File: src/rtl/renkon_ctrl_pkg.sv
// rtl/renkon_ctrl_pkg.sv - shared constants and state encoding for the renkon controllers
package renkon_ctrl_pkg;

    localparam int WTAPS        = 25;
    localparam int PIPE_LAT_DEF = 3;

    typedef enum logic [2:0] {
        S_IDLE  = 3'd0,
        S_WLOAD = 3'd1,
        S_RUN   = 3'd2,
        S_DRAIN = 3'd3,
        S_DONE  = 3'd4
    } state_t;

endpackage

File: src/rtl/renkon_delay_line.sv
// rtl/renkon_delay_line.sv - fixed-depth shift register carrying writeback address and tags
module renkon_delay_line #(
    parameter int DEPTH = 3,
    parameter int WIDTH = 13
) (
    input  logic             clk,
    input  logic             xrst,
    input  logic [WIDTH-1:0] din,
    output logic [WIDTH-1:0] dout
);

    logic [WIDTH-1:0] stage [DEPTH];

    // advance every cycle so bubbles keep their place relative to real issues
    always_ff @(posedge clk or negedge xrst) begin
        if (!xrst) begin
            for (int i = 0; i < DEPTH; i++) stage[i] <= '0;
        end else begin
            stage[0] <= din;
            for (int i = 1; i < DEPTH; i++) stage[i] <= stage[i-1];
        end
    end

    assign dout = stage[DEPTH-1];

endmodule

File: src/rtl/renkon_conv_ctrl.sv
// rtl/renkon_conv_ctrl.sv - convolution sequencer; RENKON_CONV_CTRL_PERF_EN adds stall/run counters
module renkon_conv_ctrl
    import renkon_ctrl_pkg::*;
#(
    parameter int FACCUM   = 10,
    parameter int CWIDTH   = 8,
    parameter int WAWIDTH  = 12,
    parameter int PIPE_LAT = PIPE_LAT_DEF
) (
    input  logic               clk,
    input  logic               xrst,
    input  logic               req,
    input  logic [CWIDTH-1:0]  in_chan,
    input  logic [FACCUM-1:0]  out_size,
    input  logic [WAWIDTH-1:0] weight_base,
    output logic               busy,
    output logic               ack,
    output logic [WAWIDTH-1:0] weight_addr,
    output logic               wreg_we,
    input  logic               pix_valid,
    output logic               pix_ready,
    output logic [FACCUM-1:0]  mem_feat_addr,
    output logic [FACCUM-1:0]  mem_feat_addr_d1,
    output logic               mem_feat_we,
    output logic               mem_feat_rst,
    output logic               out_en
`ifdef RENKON_CONV_CTRL_PERF_EN
    ,
    output logic [31:0]        stall_cnt,
    output logic [31:0]        run_cnt
`endif
);

    localparam int TAGW = FACCUM + 3;

    state_t             state, state_next;
    logic [CWIDTH-1:0]  chan_q, chan;
    logic [FACCUM-1:0]  size_q, pos;
    logic [4:0]         tap;
    logic               accept, wissue, issue;
    logic               last_pos, last_chan;
    logic [TAGW-1:0]    tag_in, tag_out;

    assign last_pos      = (pos == size_q - FACCUM'(1));
    assign last_chan     = (chan == chan_q - CWIDTH'(1));
    assign mem_feat_addr = pos;

    // state register
    always_ff @(posedge clk or negedge xrst) begin
        if (!xrst) state <= S_IDLE;
        else       state <= state_next;
    end

    // next-state and per-cycle strobes
    always_comb begin
        state_next = state;
        accept     = 1'b0;
        wissue     = 1'b0;
        issue      = 1'b0;
        pix_ready  = 1'b0;
        case (state)
            S_IDLE: begin
                if (req) begin
                    accept     = 1'b1;
                    state_next = (in_chan == '0 || out_size == '0) ? S_DONE : S_WLOAD;
                end
            end
            S_WLOAD: begin
                // tap 0..24 issue weight reads; tap 25 lets the last wreg_we land
                wissue = (tap < 5'(WTAPS));
                if (tap == 5'(WTAPS)) state_next = S_RUN;
            end
            S_RUN: begin
                pix_ready = 1'b1;
                issue     = pix_valid;
                if (pix_valid && last_pos) state_next = last_chan ? S_DRAIN : S_WLOAD;
            end
            S_DRAIN: begin
                if (tap == 5'(PIPE_LAT - 1)) state_next = S_DONE;
            end
            S_DONE: state_next = S_IDLE;
            default: state_next = S_IDLE;
        endcase
    end

    // parameter latches, position/channel/tap counters and registered handshake outputs
    always_ff @(posedge clk or negedge xrst) begin
        if (!xrst) begin
            chan_q      <= '0;
            size_q      <= '0;
            chan        <= '0;
            pos         <= '0;
            tap         <= '0;
            weight_addr <= '0;
            wreg_we     <= 1'b0;
            busy        <= 1'b0;
            ack         <= 1'b0;
        end else begin
            wreg_we <= wissue;
            ack     <= (state == S_DONE);
            if (state_next != state)                     tap <= '0;
            else if (state == S_WLOAD || state == S_DRAIN) tap <= tap + 5'd1;
            if (accept) begin
                chan_q      <= in_chan;
                size_q      <= out_size;
                weight_addr <= weight_base;
                chan        <= '0;
                pos         <= '0;
                busy        <= 1'b1;
            end else begin
                if (state == S_DONE) busy <= 1'b0;
                if (wissue) weight_addr <= weight_addr + WAWIDTH'(1);
                if (issue) begin
                    if (last_pos) begin
                        pos <= '0;
                        if (!last_chan) chan <= chan + CWIDTH'(1);
                    end else begin
                        pos <= pos + FACCUM'(1);
                    end
                end
            end
        end
    end

    // bubbles carry zero tags so they never write back
    assign tag_in = {pos, issue, issue && (chan == '0), issue && last_chan};

    renkon_delay_line #(
        .DEPTH (PIPE_LAT),
        .WIDTH (TAGW)
    ) u_delay (
        .clk  (clk),
        .xrst (xrst),
        .din  (tag_in),
        .dout (tag_out)
    );

    assign {mem_feat_addr_d1, mem_feat_we, mem_feat_rst, out_en} = tag_out;

`ifdef RENKON_CONV_CTRL_PERF_EN
    // stall and busy-cycle counters; cleared on a new job, frozen once idle
    always_ff @(posedge clk or negedge xrst) begin
        if (!xrst) begin
            stall_cnt <= '0;
            run_cnt   <= '0;
        end else if (accept) begin
            stall_cnt <= '0;
            run_cnt   <= '0;
        end else begin
            if (busy)                      run_cnt   <= run_cnt + 32'd1;
            if (state == S_RUN && !pix_valid) stall_cnt <= stall_cnt + 32'd1;
        end
    end
`endif

endmodule

File: config.mk
export PLATFORM = sky130hd
export DESIGN_NAME = renkon_conv_ctrl
export DESIGN_NICKNAME = d
export VERILOG_FILES = /design/src/rtl/renkon_ctrl_pkg.sv /design/src/rtl/renkon_delay_line.sv /design/src/rtl/renkon_conv_ctrl.sv
export SDC_FILE = /design/constraint.sdc
export NUM_CORES = 1
export LEC_CHECK = 0
export BUFFER_PORTS_ARGS = -buffer_cell sky130_fd_sc_hd__buf_4
export CAP_MARGIN = 20
export CORE_AREA = 3 3 92 94
export CTS_CLUSTER_SIZE = 24
export DETAILED_ROUTE_END_ITERATION = 12
export DIE_AREA = 0 0 95 97
export PLACE_DENSITY = 0.82
export SETUP_SLACK_MARGIN = 0.5
export SYNTH_ARGS = -nofsm -noshare
export SYNTH_HDL_FRONTEND = slang
export SYNTH_SLANG_ARGS = --single-unit
File: constraint.sdc
create_clock -name clk -period 7.48 [get_ports clk]
set_input_delay 0.748 -clock clk [delete_from_list [all_inputs] [get_ports clk]]
set_output_delay 0.748 -clock clk [all_outputs]
set_load 0.03 [all_outputs]
-- Yosys cells after proc, flatten, opt, wreduce, memory -nomap -nowiden
Cells that the tools add are included.
- memory bits (read-only): 0
- memories kept: 0
- word-level logic and storage cells: 70
- bits in latches: 0
- bits in registers: 98
- memory bits (writable): 0
- reduce and logical (&&, ||, !) cells: 15
- muxes and demuxes: 25
- equality and inequality tests: 10
- bitwise logic cells: 0
- $lt $le $gt $ge: 1
- shift-type cells: 0
- add/subtract/negate cells: 6
- multiply operators: 0
- divide/modulo/power cells: 0
- operators with widths (cell ; number):
    two-way mux 8 bit ; 4
    two-way mux 10 bit ; 3
    two-way mux 12 bit ; 2
    zero test 8 bit ; 2
    two-way mux 3 bit ; 5
    adder 12 x 1 -> 12 bit, second input constant ; 1
    case mux 3 bit (4 select lines) ; 1
    adder 10 x 1 -> 10 bit, second input constant ; 1
    == test 10 bit ; 1
    zero test 10 bit ; 1
    two-way mux 5 bit ; 2
    nonzero test 2 bit ; 5
    subtractor 10 x 1 -> 10 bit, second input constant ; 1
    adder 8 x 1 -> 8 bit, second input constant ; 1
    == test 8 bit ; 1
    subtractor 8 x 1 -> 8 bit, second input constant ; 1
    two-way mux 1 bit ; 7
    == test 3 x 2 -> 1 bit, second input constant ; 2
    adder 5 x 1 -> 5 bit, second input constant ; 1
    == test 5 x 2 -> 1 bit, second input constant ; 1
    == test 5 bit, second input constant ; 1
    less-than comparator 5 bit, second input constant ; 1
    == test 3 x 1 -> 1 bit, second input constant ; 1
    == test 3 bit, second input constant ; 1
    7 further kinds ; 10

-- Logic depth before layout (Yosys ltp)
- word-level depth: 7
- gate-level depth with buffers: 11
- mapped depth without buffers: 9

-- By module
Synthesis repeated with hierarchy kept, for this count alone.
- cells, all modules: 454
- area, all modules: 4621.9 sq um
- modules (own cells, without submodules) (module ; instances ; area each (sq um) ; cells an instance ; sequential area each (sq um)):
    renkon_conv_ctrl ; 1 ; 3548.4 ; 402 ; 1476.4
    renkon_delay_line ; 1 ; 1073.5 ; 52 ; 975.9

-- Worst setup path after synthesis
No wires, ideal clock.
- path type: register -> register
- start point: register size_q[2]
- end point: register chan[6]
- setup slack: 4.941 ns
- required time: 7.402 ns
- arrival: 2.461 ns
- cell stages (with the launch flop): 9
- setup time: 0.078 ns
- path buffers: 1
- period minus slack after synthesis: 2.539 ns
- cell sequence: dfrtp_1 > nor3_4 > nand3_2 > or4_4 > a211oi_4 > nand3_2 > buf_6 > or4_1 > a21oi_1
- longest elaborated chain between the ends: 4
- RTL lines (element ; line ; text):
    start: declaration ; renkon_conv_ctrl.sv:38 ; logic [FACCUM-1:0] size_q, pos;
    start signal: assignment ; renkon_conv_ctrl.sv:105 ; size_q <= out_size;
    subtractor 10 x 1 -> 10 bit ; renkon_conv_ctrl.sv:44 ; assign last_pos = (pos == size_q - FACCUM'(1));
    == test 10 bit ; renkon_conv_ctrl.sv:44 ;
    nonzero test 2 bit (no line) ; -- ;
    AND reduction 3 bit (no line) ; -- ;
    end signal: assignment ; renkon_conv_ctrl.sv:116 ; if (!last_chan) chan <= chan + CWIDTH'(1);
    end: declaration ; renkon_conv_ctrl.sv:37 ; logic [CWIDTH-1:0] chan_q, chan;
No other way between the ends.
A chain may end at the register's enable or synchronous reset.

-- Final worst setup path
- start point: register size_q[0]
- end point: register pos[5] (netlist: mem_feat_addr[5])
- longest elaborated chain between the ends: 5
- RTL lines (element ; line ; text):
    subtractor 10 x 1 -> 10 bit ; renkon_conv_ctrl.sv:44 ;
    == test 10 bit ; renkon_conv_ctrl.sv:44 ;
    two-way mux 10 bit ; renkon_conv_ctrl.sv:114 ; if (last_pos) begin
    two-way mux 10 bit ; renkon_conv_ctrl.sv:113 ; if (issue) begin
    two-way mux 10 bit ; renkon_conv_ctrl.sv:103 ; if (accept) begin
    end signal: assignment ; renkon_conv_ctrl.sv:118 ; pos <= pos + FACCUM'(1);
    end: declaration ; renkon_conv_ctrl.sv:38 ;
No other way between the ends. The select of a mux whose other input is x is not followed.

==> impl_metrics.env <==
export IMPL_status="finished clean"
export IMPL_rsz0062_at_grt="false"
export IMPL_diodes=0
export IMPL_drt_antenna_violating_nets=0
export IMPL_finalCritPeriodShare_pct=38.3
export IMPL_place_area_mm2=0.00506
export IMPL_cts_repair_resized=0
export IMPL_routed_wl_um=9300
export IMPL_first_global_vias=3331
export IMPL_crit_chain="inv_1 -> ha_1 -> nor2b_1 -> a221oi_1 -> nand3b_1 -> or2_1 -> a21oi_1 -> o21ai_0 -> a31oi_1"
export IMPL_antenna_found_initial=0
export IMPL_syn_avg_cell_area_um2=10.2
export IMPL_postCtsSetupRepairBufs=0
export IMPL_portBuffers=72
export IMPL_die_h_um=97
export IMPL_grt_pass1_wl_um=15600
export IMPL_crit_required_ns=7.76
export IMPL_crit_path_top_delay_cell="a21oi_1"
export IMPL_period_minus_slack_ns=2.86
export IMPL_worst_path_stages=9
export IMPL_synthMuxAreaShare_pct=0.900
export IMPL_die_w_um=95
export IMPL_syn_num_nets=494
export IMPL_viasPerCell=5.55
export IMPL_use_met3_pct=3.42
export IMPL_r2r_start="size_q[0]"
export IMPL_synthesis_area_mm2=0.00459
export IMPL_max_freq_ghz=0.349
export IMPL_clkSlewWorstSetupHoldPaths_ns=0.09
export IMPL_clk_latency_ns=0.36
export IMPL_synth_distinct_cells=54
export IMPL_reg2regPathDepth=9
export IMPL_synthAdderAreaFrac_pct=2.46
export IMPL_vias=3369
export IMPL_root_buffer="clkbuf_8"
export IMPL_clock_sinks=98
export IMPL_synth_seq_cells=98
export IMPL_critPathLaunch="size_q[0]"
export IMPL_crit_buf_inv=1
export IMPL_worstHoldStart="u_delay.stage[29]"
export IMPL_cts_max_level=3
export IMPL_final_util_pct=68.3
export IMPL_pre_cts_slack_ns=4.65
export IMPL_drive_above_1_share_pct=20.6
export IMPL_arrival_ns=3.14
export IMPL_powerDensity_mw_per_mm2=347
export IMPL_hold_depth=0
export IMPL_holdWs_ns=0.353
export IMPL_worst_slew_pin_slew_ns=1.01
export IMPL_max_cap_violations=0
export IMPL_ctsLongestPathBuffers=2
export IMPL_initial_core_util_pct=59.3
export IMPL_seq_area_frac_synth_pct=53.5
export IMPL_grt_use_met1_pct=27.6
export IMPL_finalWorstSetupSlack_ns=4.62
export IMPL_cp_end_kind="flop"
export IMPL_crit_path_start_kind="flop"
export IMPL_area_growth_pct=15.0
export IMPL_p_leak_nw=2.51
export IMPL_worst_setup_path_type="flop to flop"
export IMPL_hold_violations=0
export IMPL_cts_buffers=9
export IMPL_ir_drop_mv=0.230
export IMPL_routabilityCongestion=0.890
export IMPL_slowest_delay_ns=0.79
export IMPL_design_area_mm2=0.00528
export IMPL_drv_slew=0
export IMPL_grt_remaining_overflow=0
export IMPL_grtUsageMet2_pct=35.1
export IMPL_grt_busiest_layer="met2"
export IMPL_fin_skew_ns=0.0126
export IMPL_dp_hpwl_um=6620
export IMPL_crit_family="compound AO/OA/AOI/OAI gates"
export IMPL_die_area_mm2=0.00922
export IMPL_crit_fanout=15
export IMPL_synthCells=451
export IMPL_rows=32
export IMPL_postCtsHoldBufs=0
export IMPL_tns_ns=0
export IMPL_core_area_mm2=0.00773
export IMPL_min_path_type="flop to flop"
export IMPL_cts_tree="yes"
export IMPL_synth_main_ff_cell="dfrtp_1"
export IMPL_slew_headroom_pct=32.6
export IMPL_grt_max_degree=59
export IMPL_synth_compound_area_share_pct=9.33
export IMPL_final_setup_viol_count=0
export IMPL_globalRouteTotalUtil_pct=21.2
export IMPL_synthSimpleGateAreaFrac_pct=20.8
export IMPL_nets=543
export IMPL_synth_edf_count=0
export IMPL_top_level_ports=73
export IMPL_drc=0
export IMPL_synthArstFlopShare_pct=100
export IMPL_synth_top_family_by_area="simple AND/OR/NAND/NOR gates"
export IMPL_drtPass1Iterations=4
export IMPL_synth_xor_area_share_pct=7.26
export IMPL_drt_wirelength_per_cell_um=15.3
export IMPL_synth_warnings=0
export IMPL_drtIter0Drc=153
## path summary, 6_finish.rpt
kind / end / slack [ns]
min in group asynchronous: u_delay.dout[3] / 0.36
worst max register to register: mem_feat_addr[5] / 4.62
worst min-delay path: u_delay.stage[16] / 0.35
max in group asynchronous: mem_feat_addr[7] / 6.04
worst max-delay path: mem_feat_addr[5] / 4.62
worst min register to register: u_delay.stage[16] / 0.35
## per-layer routing
layer | routed length [um] | share of wire, %
met1 | 4020 | 43
met3 | 380 | 4.1
met2 | 4690 | 50
met5 | 0 | 0
met4 | 204 | 2.2
## kinds of logic (layout without fill, tap and decap cells)
group / count (synthesis) / count (layout)
DFF: 98 / 98
muxes: 4 / 4
buffers and inverters: 49 / 103
adders and majority gates: 9 / 9
and+or+nand+nor: 185 / 185
AOI/OAI and AO/OA: 68 / 68
xor gates and xnor gates: 38 / 38
## state kept, by name, summed over array words and instances (netlist names), 5 cells and up
signal	count
chan	8
chan_q	8
mem_feat_addr	10
size_q	10
tap	5
u_delay.dout	13
u_delay.stage	26
weight_addr	12
## area by class of cell
class / instances / area [um^2]
tap: 102 / 128
sequential: 98 / 2450
fill: 604 / 2450
multi-input combinational: 304 / 1870
inverter: 13 / 48.8
timing repair buffer: 74 / 556
clock inverter: 6 / 90.1
clock buffer: 10 / 128
## synth_stat cells (2+ instances only)
cell,number,share of area (%)
nand2b_1,5,0.68
nor3_1,6,0.65
nor2b_1,2,0.27
or4_1,6,0.98
dfrtp_1,98,53
nand4_1,12,1.6
nand3_2,2,0.44
nand3b_1,2,0.33
nand2_1,81,6.6
inv_1,13,1.1
mux2i_1,3,0.65
nand3_1,13,1.4
or2_2,3,0.41
nor4b_1,4,0.76
xor2_1,15,2.9
buf_4,20,3.3
nand4b_1,2,0.38
o31ai_1,5,0.82
a31oi_1,6,0.82
nor3b_1,2,0.33
o21ai_0,26,2.8
and3_1,8,1.1
clkbuf_1,15,1.2
a22o_1,4,0.76
a21oi_1,16,1.7
ha_1,9,2.5
xnor2_1,23,4.4
nor4_1,5,0.68
nor2_1,20,1.6
## report_power, final
group	switching [W]	leakage [nW]	total, W	internal [W]
Sequential	0.000134	1.30	0.000778	0.000644
Clock	0.000179	0.107	0.000368	0.000190
Combinational	0.000404	1.11	0.000684	0.000280
Total	0.000717	2.51	0.00183	0.00111
## stage by stage
stage,total power [W],std cells
6_report,0.00183,607
5_1_grt,0.00196,607
4_1_cts,0.00184,607
3_5_place_dp,0.00147,591
3_3_place_gp,0.00143,591
2_1_floorplan,0.00127,451
## cell usage in the layout, fill, tap and decap left out, types with 12 or more instances in the layout
master	n
o21ai_0	26
buf_4	74
nor2_1	20
xnor2_1	23
dfrtp_1	98
nand2_1	81
a21oi_1	16
inv_1	13
nand3_1	13
xor2_1	15
nand4_1	12
## worst register-to-register path, cell delays in order, from the launching register on
cell and delay (ns):
dfrtp_1 0.41, inv_1 0.12, ha_1 0.22, nor2b_1 0.27, a221oi_1 0.12, nand3b_1 0.16
or2_1 0.27, a21oi_1 0.79, o21ai_0 0.21, a31oi_1 0.21
No activity file was read; power rests on OpenSTA's default activity.
